<file path="src/rtl/mux4_scan_ctrl.sv">
// mux4_scan_ctrl: sequencer that drives the select lines of an external 4:1 mux.
// On start it visits every enabled channel in ascending order, holds each select for
// DWELL cycles, captures mux_out on the last cycle of each dwell, and emits a one-cycle
// valid pulse once the snapshot is complete.
//
// Ports:
//   clk      - clock, rising edge
//   rst_n    - asynchronous active-low reset
//   start    - scan request, only looked at while idle
//   ch_en    - channel enable mask, captured when start is accepted
//   mux_out  - output of the mux being scanned (synchronous to clk)
//   S1, S0   - registered mux select, {S1,S0} = channel index
//   sample_q - snapshot, bit i = mux_out captured while channel i was selected
//   valid    - one-cycle pulse: sample_q holds a completed scan
//   busy     - high while channels are being dwelt on
module mux4_scan_ctrl #(
    parameter int unsigned DWELL = 4
) (
    input  logic       clk,
    input  logic       rst_n,
    input  logic       start,
    input  logic [3:0] ch_en,
    input  logic       mux_out,
    output logic       S1,
    output logic       S0,
    output logic [3:0] sample_q,
    output logic       valid,
    output logic       busy
);

    localparam int unsigned CntW = (DWELL > 1) ? $clog2(DWELL) : 1;
    localparam logic [CntW-1:0] CntLast = CntW'(DWELL - 1);

    typedef enum logic [1:0] {
        StIdle,
        StDwell,
        StDone
    } state_e;

    state_e          state_q, state_d;
    logic [1:0]      sel_q, sel_d;
    logic [3:0]      mask_q, mask_d;
    logic [3:0]      sample_d;
    logic [CntW-1:0] cnt_q, cnt_d;

    logic [1:0]      lowest_sel;
    logic [1:0]      next_sel;
    logic            has_next;

    // Lowest enabled channel in the incoming mask (used on start acceptance).
    always_comb begin
        lowest_sel = 2'b00;
        for (int i = 3; i >= 0; i--) begin
            if (ch_en[i]) begin
                lowest_sel = 2'(i);
            end
        end
    end

    // Nearest enabled channel strictly above the current one; no wrap-around.
    always_comb begin
        has_next = 1'b0;
        next_sel = sel_q;
        for (int i = 3; i >= 0; i--) begin
            if (mask_q[i] && (i > int'(sel_q))) begin
                has_next = 1'b1;
                next_sel = 2'(i);
            end
        end
    end

    always_comb begin
        state_d  = state_q;
        sel_d    = sel_q;
        mask_d   = mask_q;
        sample_d = sample_q;
        cnt_d    = cnt_q;

        unique case (state_q)
            StIdle: begin
                if (start) begin
                    mask_d   = ch_en;
                    sample_d = 4'b0000;
                    cnt_d    = '0;
                    if (ch_en != 4'b0000) begin
                        sel_d   = lowest_sel;
                        state_d = StDwell;
                    end else begin
                        // Nothing to scan: select stays put, report completion at once.
                        state_d = StDone;
                    end
                end
            end
            StDwell: begin
                if (cnt_q == CntLast) begin
                    sample_d[sel_q] = mux_out;
                    cnt_d           = '0;
                    if (has_next) begin
                        sel_d = next_sel;
                    end else begin
                        state_d = StDone;
                    end
                end else begin
                    cnt_d = cnt_q + 1'b1;
                end
            end
            StDone: begin
                state_d = StIdle;
            end
            default: begin
                state_d = StIdle;
            end
        endcase
    end

    always_ff @(posedge clk or negedge rst_n) begin
        if (!rst_n) begin
            state_q  <= StIdle;
            sel_q    <= 2'b00;
            mask_q   <= 4'b0000;
            sample_q <= 4'b0000;
            cnt_q    <= '0;
        end else begin
            state_q  <= state_d;
            sel_q    <= sel_d;
            mask_q   <= mask_d;
            sample_q <= sample_d;
            cnt_q    <= cnt_d;
        end
    end

    assign S1    = sel_q[1];
    assign S0    = sel_q[0];
    assign valid = (state_q == StDone);
    assign busy  = (state_q == StDwell);

endmodule

</file>
<file path="config.mk">
export PLATFORM = sky130hd
export DESIGN_NAME = mux4_scan_ctrl
export DESIGN_NICKNAME = d
export VERILOG_FILES = /design/src/rtl/mux4_scan_ctrl.sv
export SDC_FILE = /design/constraint.sdc
export NUM_CORES = 1
export LEC_CHECK = 0
export BUFFER_PORTS_ARGS = -buffer_cell sky130_fd_sc_hd__buf_4
export CORE_ASPECT_RATIO = 0.9
export CORE_MARGIN = 2
export CORE_UTILIZATION = 25
export CTS_CLUSTER_DIAMETER = 100
export DETAILED_ROUTE_END_ITERATION = 6
export PLACE_DENSITY_LB_ADDON = 0.3
export SETUP_SLACK_MARGIN = 0.15
export SYNTH_ARGS = -nofsm -noshare
export SYNTH_HDL_FRONTEND = slang
export SYNTH_SLANG_ARGS = --single-unit
</file>
<file path="constraint.sdc">
create_clock -name clk -period 1.3 [get_ports clk]
set_clock_uncertainty 0.05 [all_clocks]
set_input_delay 0.26 -clock clk [delete_from_list [all_inputs] [get_ports clk]]
set_output_delay 0.26 -clock clk [all_outputs]
set_load 0.05 [all_outputs]
</file>
# == After elaboration in Yosys (flattened, before gate mapping) ==
# Index checks and enable logic that the tools add are counted.
# classes
n_shift,0
n_reduce_logical,12
n_mul,0
n_lt_le_gt_ge,5
n_mux,29
div,0
n_eq_ne,9
addsub,1
bitwise_logic,0
# op_table
op,n
two-way mux 2 bit,17
case mux 2 bit (2 select lines),3
two-way mux 4 bit,2
case mux 4 bit (2 select lines),1
inequality test 2 bit (second input constant),3
AND reduction 3 bit,2
AND reduction 6 bit,1
bitwise mux 4 bit,1
== test 2 bit (second input constant),2
greater-than comparator 2 bit (first input constant),2
logical AND 1 bit,4
two-way mux 1 bit,4
inequality test 2 x 1 -> 1 bit (second input constant),2
inequality test 4 x 1 -> 1 bit (second input constant),1
AND reduction 2 bit,2
nonzero test 4 bit,1
< comparator 2 x 3 -> 1 bit (second input constant),1
adder 2 x 1 -> 2 bit (second input constant),1
demux 1 bit (select 2 bit),1
== test 2 x 1 -> 1 bit (second input constant),1
greater-or-equal comparator 2 x 1 -> 1 bit (second input constant),1
greater-than comparator 1 x 2 -> 1 bit (first input constant),1
logical NOT 2 bit,1
nonzero test 2 bit,1
# word_totals
wordCells,61
latchBits,0
n_memories,0
out_inout_bits,8
regBits,14
mem_bits_rw,0
in_bits,8
romBits,0

# == Longest topological paths before layout ==
# Gate-level depths: netlist (run 1).
# logic_depth
depth_word,8
mapped_depth,5
depth_no_buf,5

# == Worst setup path before layout (run 1) ==
# Ideal clock, no wire load.
# synth_path
kind,reg-to-reg
startpoint,reg sel_q[1]
endpoint,reg sel_q[1]
path_stages_with_launch,5
arrival_time_ns,1.430
t_required_ns,1.129
synth_period_minus_slack_ns,1.602
setup_ns,0.121
slack_ns,-0.302
n_path_buf,0
cell_sequence,dfrtp_1 and2b_2 o211ai_2 o211ai_2 o22a_1
# synth_via
elab_chain_cells,7
word_cells_on_any_way,17
classes_between,order compare (3); eq/ne (2); mux (8); reduce/logical (4)
# synth_rtl
item,line_no,rtl
"start, declared",41,"logic [1:0] sel_q, sel_d;"
"start signal, assigned",125,sel_q <= sel_d;
greater-than comparator 2 bit,65,if (mask_q[i] && (i > int'(sel_q))) begin
logical AND 1 bit,65,
two-way mux 1 bit / two-way mux 2 bit (equally long branches) (2 in a row),65,
two-way mux 1 bit / two-way mux 2 bit (equally long branches),"65, 98",
inequality test 2 x 1 -> 1 bit (no line) / two-way mux 2 bit (equally long branches),n/a,
AND reduction 6 bit (no line) / case mux 2 bit (2 select lines) (equally long branches),n/a,
# Several ways; a longest one is shown, not always the timed one. The select of a mux whose other input is x is not followed.
# A chain may end at the register's enable or synchronous reset.

# == Worst setup path in the final report (run 1) ==
# layout_path
startpoint,reg state_q[0]
endpoint,out busy
# layout_via
elab_chain_cells,1
# layout_rtl
item,line_no,rtl
"start, declared",40,"state_e state_q, state_d;"
"start signal, assigned",118,state_q <= StIdle;
"start signal, assigned",124,state_q <= state_d;
== test 2 x 1 -> 1 bit,135,assign busy = (state_q == StDwell);
"end, declared",28,output logic busy
# Every way passes these cells.

==> impl_metrics.tcl, run 1 <==
set metrics [dict create \
    wl_per_cell_um 13.2 \
    synthAdderAreaFrac_pct 1.77 \
    outcome "finished with violations" \
    net-switching-power_mw 1.57 \
    rsz0062_at_grt "true" \
    worst_skew_pair.late_latency_ns 0.28 \
    switching_share_pct 44.2 \
    setup_ws_ns -0.123 \
    final_nets 135 \
    hpwl_mm 1.44 \
    synth-compound-area-share_pct 21.3 \
    track_usage_pct 14.7 \
    slew_violations 0 \
    avgSynthCellArea_um2 9.80 \
    clock.fmax_ghz 0.703 \
    fin_hold_ws_ns 0.205 \
    seqPwrFrac_pct 23.1 \
    antenna_found_initial 0 \
    slowest_stage "dfrtp_2" \
    fin_setup_tns_ns -0.765 \
    antennaDiodeCount 0 \
    setup_violations 12 \
    layoutNonFillerInstCount 165 \
    crit_arrival_ns 1.11 \
    crit_buf_inv 2 \
    routed_via_density 4.49 \
    die_h_um 54.4 \
    maxSlewHeadroom_pct 81.2 \
    p_per_area_mw_per_mm2 2610 \
    post-route-util_pct 49.8 \
    grt_util_met1_pct 17.8 \
    place_congestion 0.806 \
    drt_drc_violations_left 0 \
    htree_num_levels 1 \
    drive_gt1_share_pct 64.8 \
    first_pass_iters 4 \
    p_clk_share_pct 7.5 \
    synthSimpleGateAreaFrac_pct 25.0 \
    multiInputGateArea_um2 478 \
    comb_power_share_pct 69.4 \
    synth_cells 72 \
    ys_seq_elements 13 \
    cts_tree "done" \
    synth_top_family_by_area "simple AND/OR/NAND/NOR gates" \
    clock_sinks 13 \
    timing.final.crit_share_pct 109 \
    p_leak_nw 0.642 \
    io_buffers 15 \
    fill_cells 261 \
    worstPathRequired_ns 0.99 \
    crit_path_start_kind "register" \
    rr_startpoint "cnt_q[1]" \
    rows 18 \
    ios 16 \
    hold_viol 0 \
    cts_buffer_depth 2 \
    setup.worst_path.class "register to primary output" \
    syn_nets 81 \
    hp-class "primary input to register" \
    synth_area_um2 706 \
    crit_family "flip-flops" \
    tightestPinTransition_ns 0.282 \
    synth_mux_area_share_pct 4.26 \
    place_inst 144 \
    worstRegToRegCells 5 \
    violations "negative setup slack" \
    r2r-end "sel_q[1]" \
    yosys.cell_types.count 28 \
    syn2layout_area_growth_pct 92.2 \
    grt.busiest_layer "met2" \
    seq_area_um2 330 \
    gr-total-overflow 0 \
    max_stage_delay_ns 0.47 \
    period_needed_ns 1.42 \
    hold_end "sample_q[3]" \
    grt_pass1_vias 743 \
    drtAntennaViolNets 0 \
    final_common_cell "buf_4" \
    drtIter0Drc 37 \
    num_vias 741 \
    grt_start_max_net_pins 14 \
    drv_cap 0 \
    wirelength_mm 2.19 \
    grt_pass1_wl_mm 3.40 \
    start_util_pct 25.9 \
    path_max_fanout 4 \
    path_cells "nand2b_4 > clkinvlp_4 > buf_8" \
    coreArea_mm2 0.00273 \
    p_int_mw 1.98 \
    synth_xor_area_share_pct 0 \
    yosysWarnings 0 \
    root_buffer "clkbuf_4" \
    worstSetupEndpointType "primary output" \
    die_w_um 60.0 \
    regToRegSetupSlack_ns -0.12 \
    min_path_cells 3 \
    grt_use_met3_pct 3.78 \
    cts.clk_slew.worst_paths_ns 0.09 \
    die_area_mm2 0.00326 \
    globalRouteMet2Util_pct 25.0 \
    ys_seq_area_share_pct 46.1 \
    hold_start "mux_out" \
    final_cell_mix "buf_4, buf_6, dfrtp_1, nand2_1" \
    peakVddDrop_v 0.000891 \
    numCtsBuffers 3 \
]
==> routing by layer <==
layer  routed length (um)  part of all wire, %
met1                 1010                   46
met2                 1070                   49
met3                   70                  3.2
met4                   27                  1.2
met5                    0                    0
==> cells in the mapped netlist <==
cell type | number | area share, %
nand2_2 | 1 | 0.89
a31o_2 | 1 | 1.2
a31oi_1 | 1 | 0.89
o211a_1 | 1 | 1.4
nor2_1 | 5 | 2.7
mux2i_1 | 3 | 4.3
o21bai_1 | 1 | 1.1
o31a_1 | 1 | 1.2
o211ai_2 | 2 | 3.5
and3b_2 | 1 | 1.4
dfrtp_1 | 13 | 46
o22a_1 | 1 | 1.2
o31ai_1 | 1 | 1.1
o21ai_0 | 7 | 5.0
a21oi_1 | 2 | 1.4
or4_4 | 1 | 1.6
nor3b_2 | 1 | 1.8
nand2b_1 | 2 | 1.8
inv_1 | 3 | 1.6
ha_1 | 1 | 1.8
a32o_1 | 1 | 1.4
nor2b_1 | 3 | 2.7
nor3_1 | 1 | 0.71
nand3_1 | 3 | 2.1
nand3b_2 | 1 | 1.6
nand2_1 | 10 | 5.3
and2b_2 | 2 | 2.5
o22ai_1 | 2 | 1.8
==> worst min-delay path, delay by kind of cell <==
kind,cells,cell delay [ns]
buffers and inverters,1,0.10
AND/OR/NAND/NOR,1,0.08
multiplexers,1,0.06
==> through the flow <==
step	setup slack (ns)	cell area, um2	total power, mW
floorplan	-0.135	736	1.82
global placement	-0.171	1030	2.47
detailed placement	-0.203	1030	2.49
CTS	-0.120	1230	3.19
global route	-0.173	1360	3.76
finish	-0.123	1360	3.54
==> power groups by stage <==
stage / logic (mW) / clock network [mW] / registers [mW]
floorplan: 0.725 / 0 / 1.09
global placement: 1.65 / 0 / 0.821
detailed placement: 1.66 / 0 / 0.829
CTS: 2.11 / 0.267 / 0.812
global route: 2.62 / 0.295 / 0.845
finish: 2.46 / 0.265 / 0.818
==> final cells by class <==
cell class	instances	area share, %
Sequential cell	13	24.4
Clock buffer	4	1.94
Tap cell	40	3.69
Multi-Input combinational cell	56	35.2
Timing Repair Buffer	49	33.7
Inverter	3	1.11
==> state kept, by name, indices dropped and copies added (netlist names) <==
name,flops
sample_q,4
mask_q,3
cnt_q,2
sel_q,2
state_q,2
==> cells by family (layout without fill, tap and decap cells) <==
kind of cell	after synthesis	in the layout
mux	3	3
buf+inv	3	56
fa+ha+maj	1	1
simple gates	31	31
flops	13	13
compound gates	21	21
==> timing repair <==
item                                    4_1_cts  5_1_grt
endpoints found under the hold margin        13        0
pin swaps                                     7       14
setup buffers                                11        5
hold buffers                                  1        0
endpoints found under the setup margin       21       21
gates resized for setup                      23       22
==> how the worst max path moves through the flow <==
stage | endpoint | from | slack [ns] | depth (start not counted)
CTS | sel_q[1] | state_q[0] | -0.12 | 5
finish | busy | state_q[0] | -0.12 | 3
global placement | sel_q[1] | ch_en[1] | -0.17 | 5
detailed placement | sel_q[1] | ch_en[1] | -0.20 | 5
global route | sel_q[1] | cnt_q[1] | -0.17 | 5
floorplan | sel_q[0] | state_q[1] | -0.14 | 4
Note: power is estimated with default switching activity, not from simulation.
==> run 2, diff against run 1 <==
==> constraint.sdc (replaced) <==
create_clock -name clk -period 1.8 [get_ports clk]
set_clock_uncertainty 0.05 [all_clocks]
set_input_delay 0.36 -clock clk [delete_from_list [all_inputs] [get_ports clk]]
set_output_delay 0.36 -clock clk [all_outputs]
set_load 0.05 [all_outputs]
==> run 2 against run 1 <==
  * The run now ends clean
  * Worst setup slack gained 0.37 ns
  * Critical path type unchanged
  * Die area unchanged
  * Combinational power down 59%
  * Via count shrank 18%
  * Critical path depth is the same
==> impl_metrics.tcl, run 2 (synthesis results as in run 1) <==
set metrics [dict create \
    largest_reg_flops 4 \
    die_w_um 60.0 \
    seqPwrFrac_pct 32.6 \
    layoutNonFillerInstCount 137 \
    p_int_mw 0.941 \
    peakVddDrop_v 0.000572 \
    setup_violations 0 \
    cts.clk_slew.worst_paths_ns 0.09 \
    tightestPinTransition_ns 0.382 \
    hold_viol 0 \
    cts_tree "done" \
    wl_per_cell_um 12.0 \
    hpwl_mm 1.24 \
    io_buffers 15 \
    p_clk_share_pct 10.6 \
    worst_skew_pair.late_latency_ns 0.28 \
    multiInputGateArea_um2 369 \
    gr-total-overflow 0 \
    coreArea_mm2 0.00273 \
    worstPathRequired_ns 1.39 \
    fin_setup_tns_ns 0 \
    numCtsBuffers 3 \
    top_register "sample_q" \
    htree_num_levels 1 \
    die_h_um 54.4 \
    ios 16 \
    wirelength_mm 1.65 \
    maxSlewHeadroom_pct 74.4 \
    antenna_found_initial 0 \
    drtAntennaViolNets 0 \
    num_vias 610 \
    drv_cap 0 \
    outcome "finished, final reports clean" \
    syn2layout_area_growth_pct 34.9 \
    cts_buffer_depth 2 \
    worstSetupEndpointType "primary output" \
    setup_ws_ns 0.252 \
    routed_via_density 4.45 \
    period_needed_ns 1.55 \
    track_usage_pct 12.2 \
    switching_share_pct 47.7 \
    slowest_stage "dfrtp_2" \
    drive_gt1_share_pct 37.1 \
    root_buffer "clkbuf_4" \
    final_common_cell "buf_4" \
    dp_slack_ns 0.196 \
    grt_pass1_vias 593 \
    p_leak_nw 0.450 \
    grt_start_max_net_pins 14 \
    first_pass_iters 4 \
    place_inst 129 \
    seq_area_um2 328 \
    post-route-util_pct 34.9 \
    grt_pass1_wl_mm 2.84 \
    reg.largest.list "sample_q (4), mask_q (3)" \
    clock_sinks 13 \
    net-switching-power_mw 0.859 \
    start_util_pct 25.9 \
    antennaDiodeCount 0 \
    regToRegSetupSlack_ns 0.28 \
    drt_drc_violations_left 0 \
    crit_path_start_kind "register" \
    fill_cells 311 \
    p_per_area_mw_per_mm2 1890 \
    timing.final.crit_share_pct 86.0 \
    setup.worst_path.class "register to primary output" \
    drtIter0Drc 4 \
    path_max_fanout 7 \
    path_cells "nand2b_1 > inv_2 > buf_8" \
    die_area_mm2 0.00326 \
    final_cell_mix "buf_4, dfrtp_1, nand2_1, o21ai_0, nor2_1" \
    comb_power_share_pct 56.8 \
    crit_arrival_ns 1.14 \
    max_stage_delay_ns 0.45 \
    final_nets 107 \
    clock.fmax_ghz 0.646 \
    slew_violations 0 \
    rsz0062_at_grt "false" \
    hp-class "primary input to register" \
    place_congestion 0.828 \
    rows 18 \
]
## run 2: timing repair
item / CTS / global route
endpoints found under the hold margin: 13 / 0
buffers inserted: 0 / 3
hold buffers: 1 / 0
gates resized for setup: 2 / 3
endpoints found under the setup margin: 1 / 1
## run 2: stage by stage
step           power, mW  hold WS, ns  area (um2)
6_report            1.80        0.246         952
5_1_grt             1.95        0.261         952
4_1_cts             1.76        0.252         923
3_5_place_dp        1.55        0.171         883
3_3_place_gp        1.54        0.165         883
2_1_floorplan       1.24       0.0144         706
## run 2: per-layer routing
layer  global-route usage [%]  part of all wire [%]  up-vias
met5                        0                     0        -
met4                     6.67                   2.4        0
met3                     2.84                   2.7        5
met2                     18.5                    43       10
met1                     15.9                    52      283
li1                         -                     -      312
## run 2: critical path, delay by kind of cell (launching register included)
| kind | cells | cell delay [ns] |
|---|---|---|
| flops | 1 | 0.45 |
| simple gates | 1 | 0.18 |
| buf+inv | 2 | 0.23 |
## run 2: worst paths after layout
kind | depth (start not counted) | end | start
min in group asynchronous | 2 | mask_q[2] | rst_n
min reg2reg | 1 | cnt_q[0] | cnt_q[0]
max reg2reg | 5 | sel_q[1] | cnt_q[0]
min | 3 | mask_q[3] | ch_en[3]
max in group asynchronous | 2 | state_q[0] | rst_n
max | 3 | busy | state_q[1]
## run 2: power by group through the flow
stage | logic, mW | clock network (mW) | registers [mW]
final | 1.02 | 0.190 | 0.587
after global routing | 1.12 | 0.215 | 0.611
after CTS | 0.977 | 0.193 | 0.586
after detailed placement | 0.956 | 0 | 0.591
after global placement | 0.953 | 0 | 0.588
after floorplan | 0.483 | 0 | 0.759
## run 2: layout make-up
cell class / instances / share of cell area (%)
clock buffer: 4 / 2.76
timing repair buffer: 21 / 17.6
sequential: 13 / 34.4
inverter: 3 / 1.18
tap: 40 / 5.26
multi-input combinational: 56 / 38.8
==> run 3, diff against run 2 <==
--- a/config.mk
+++ b/config.mk
@@ -5,6 +5,7 @@
 export SDC_FILE = /design/constraint.sdc
 export NUM_CORES = 1
 export LEC_CHECK = 0
+export ABC_AREA = 1
 export BUFFER_PORTS_ARGS = -buffer_cell sky130_fd_sc_hd__buf_4
 export CORE_ASPECT_RATIO = 0.9
 export CORE_MARGIN = 2
==> run 3 against run 2 <==
  * Largest power group unchanged
  * Clock power down 5%
  * Power down 1.6%
  * Worst hold slack improved by 0.053 ns
  * Via count up 10%
  * Flip-flop and latch count unchanged
==> impl_metrics.tcl, run 3 <==
set metrics [dict create \
    reg.largest.list "sample_q (4), mask_q (3)" \
    die_h_um 55.6 \
    rr_startpoint "state_q[0]" \
    fin_setup_tns_ns 0 \
    wl_per_cell_um 9.64 \
    yosysWarnings 0 \
    crit_path_start_kind "register" \
    r2r-end "state_q[1]" \
    io_buffers 15 \
    synth.most_common_cell "nand2_1" \
    p_leak_nw 0.519 \
    drtAntennaViolNets 0 \
    synthArstFlopShare_pct 100 \
    grt_pass1_vias 664 \
    cts_resized 0 \
    p_per_area_mw_per_mm2 1890 \
    setup_violations 0 \
    layoutNonFillerInstCount 162 \
    hpwl_mm 1.24 \
    path_cells "inv_2 > nor2_2 > buf_4" \
    max_stage_delay_ns 0.43 \
    grt_pass1_wl_mm 2.83 \
    drt_drc_violations_left 0 \
    rows 18 \
    antennaDiodeCount 0 \
    drtIter0Drc 13 \
    hold_start "mux_out" \
    synth_top_area_share_pct 44.1 \
    place_congestion 0.755 \
    worstPathRequired_ns 1.39 \
    first_pass_iters 4 \
    numCtsBuffers 3 \
    gr-total-overflow 0 \
    yosys.cell_types.count 19 \
    avgSynthCellArea_um2 7.24 \
    root_buffer "clkbuf_4" \
    start_util_pct 26.6 \
    synth_cells 102 \
    yosysTopAreaCell "dfrtp_1" \
    crit_arrival_ns 1.11 \
    hold_end "sample_q[2]" \
    ys_seq_elements 13 \
    final_common_cell "nand2_1" \
    period_needed_ns 1.52 \
    final_cell_mix "nand2_1, buf_4, inv_1, dfrtp_1, nor2_1" \
    route.met2.wl_um 647 \
    wirelength_mm 1.56 \
    place_inst 157 \
    final_nets 132 \
    antenna_found_initial 0 \
    largest_reg_flops 4 \
    cts_tree "done" \
    cts_buffer_depth 2 \
    syn_nets 111 \
    syn2layout_area_growth_pct 26.9 \
    outcome "finished, final reports clean" \
    worstSetupEndpointType "primary output" \
    synth-main-ff-cell "dfrtp_1" \
    routed_via_density 4.15 \
    slew_violations 0 \
    peakVddDrop_v 0.000528 \
    die_area_mm2 0.00340 \
    drive_gt1_share_pct 23.8 \
    hp-class "primary input to register" \
    worstRegToRegCells 7 \
    yosys-top-cells-area "dfrtp_1, nand2_1, inv_1" \
    synth_edf_count 0 \
    grt_start_max_net_pins 14 \
    clock_sinks 13 \
    track_usage_pct 10.8 \
    regToRegSetupSlack_ns 0.47 \
    synthTopCellsByCount "nand2_1, inv_1, dfrtp_1, nor2_1" \
    slowest_stage "dfrtp_1" \
    num_vias 673 \
    wl_met3_um 83 \
    wl_met1_um 820 \
    top_register "sample_q" \
    worst_skew_pair.late_latency_ns 0.27 \
    coreArea_mm2 0.00277 \
    die_w_um 61.3 \
    ios 16 \
    maxSlewHeadroom_pct 85.0 \
    rsz0062_at_grt "false" \
    setup.worst_path.class "register to primary output" \
    ys_seq_area_share_pct 44.1 \
    min_path_cells 3 \
    tightestPinTransition_ns 0.222 \
    cts.clk_slew.worst_paths_ns 0.08 \
    dr.max_layer_used "met4" \
    clock.fmax_ghz 0.659 \
    drv_cap 0 \
    timing.final.crit_share_pct 84.3 \
    hold_viol 0 \
    htree_num_levels 1 \
    synth_area_um2 738 \
    path_max_fanout 5 \
]
-- run 3: changes by cell type after synthesis, sizes merged, moves of 2 or more --
cell	change
a21oi	+3
and2b	-2
inv	+13
mux2i	-3
nand2	+24
nand2b	-2
nand3	+3
nor2	+7
nor2b	-3
o22ai	-2
-- run 3: area by class of cell --
| type | instances | area [um2] |
|---|---|---|
| multi-input combinational | 72 | 345 |
| clock buffer | 4 | 26.3 |
| inverter | 16 | 60.1 |
| sequential | 13 | 325 |
| timing repair buffer | 17 | 130 |
| tap | 40 | 50.0 |
| fill | 299 | 1830 |
-- run 3: critical path, delay by kind of cell, from the launching register on --
kind	cells	cell delay, ns
flops	1	0.43
buf+inv	2	0.27
simple gates	1	0.13
-- run 3: power breakdown --
group          leakage, nW  switching, mW  total [mW]  internal (mW)
Combinational        0.343          0.704        1.06          0.352
Sequential           0.161          0.111       0.535          0.424
Clock               0.0150         0.0943       0.180         0.0858
-- run 3: kinds of logic after synthesis --
logic type      share of synthesized area, %
simple gates                            33.1
fa+ha+maj                               1.69
flops                                   44.1
buf+inv                                 9.15
compound gates                          12.0
-- run 3: timing repair --
item,in CTS,in global routing
hold buffers,1,0
hold endpoints to repair,13,0
buffers inserted,0,0
-- run 3: metal layers --
| layer | vias up | global-route usage [%] |
|---|---|---|
| met5 | - | 0 |
| met4 | 0 | 1.86 |
| met3 | 2 | 4.45 |
| met2 | 13 | 16.4 |
| met1 | 298 | 14.5 |
| li1 | 360 | - |
-- run 3: per-stage QoR --
| stage | setup WS (ns) | cell area (um2) | utilization (%) | hold WS (ns) | power, mW |
|---|---|---|---|---|---|
| 6_report | 0.282 | 937 | 33.8 | 0.299 | 1.77 |
| 5_1_grt | 0.191 | 937 | 33.8 | 0.304 | 1.97 |
| 4_1_cts | 0.271 | 937 | 33.8 | 0.292 | 1.79 |
| 3_5_place_dp | 0.483 | 901 | 32.5 | 0.168 | 1.60 |
| 3_3_place_gp | 0.481 | 901 | 32.5 | 0.163 | 1.59 |
| 2_1_floorplan | 0.306 | 738 | - | 0.0144 | 1.33 |
-- run 3: worst max-delay path by stage --
stage / cells past startpoint / startpoint / slack, ns / end
floorplan: 2 / state_q[1] / 0.31 / valid
global placement: 7 / state_q[0] / 0.48 / state_q[1]
CTS: 3 / state_q[0] / 0.27 / busy
global route: 3 / state_q[0] / 0.19 / busy
finish: 3 / state_q[0] / 0.28 / busy
detailed placement: 7 / state_q[0] / 0.48 / state_q[1]
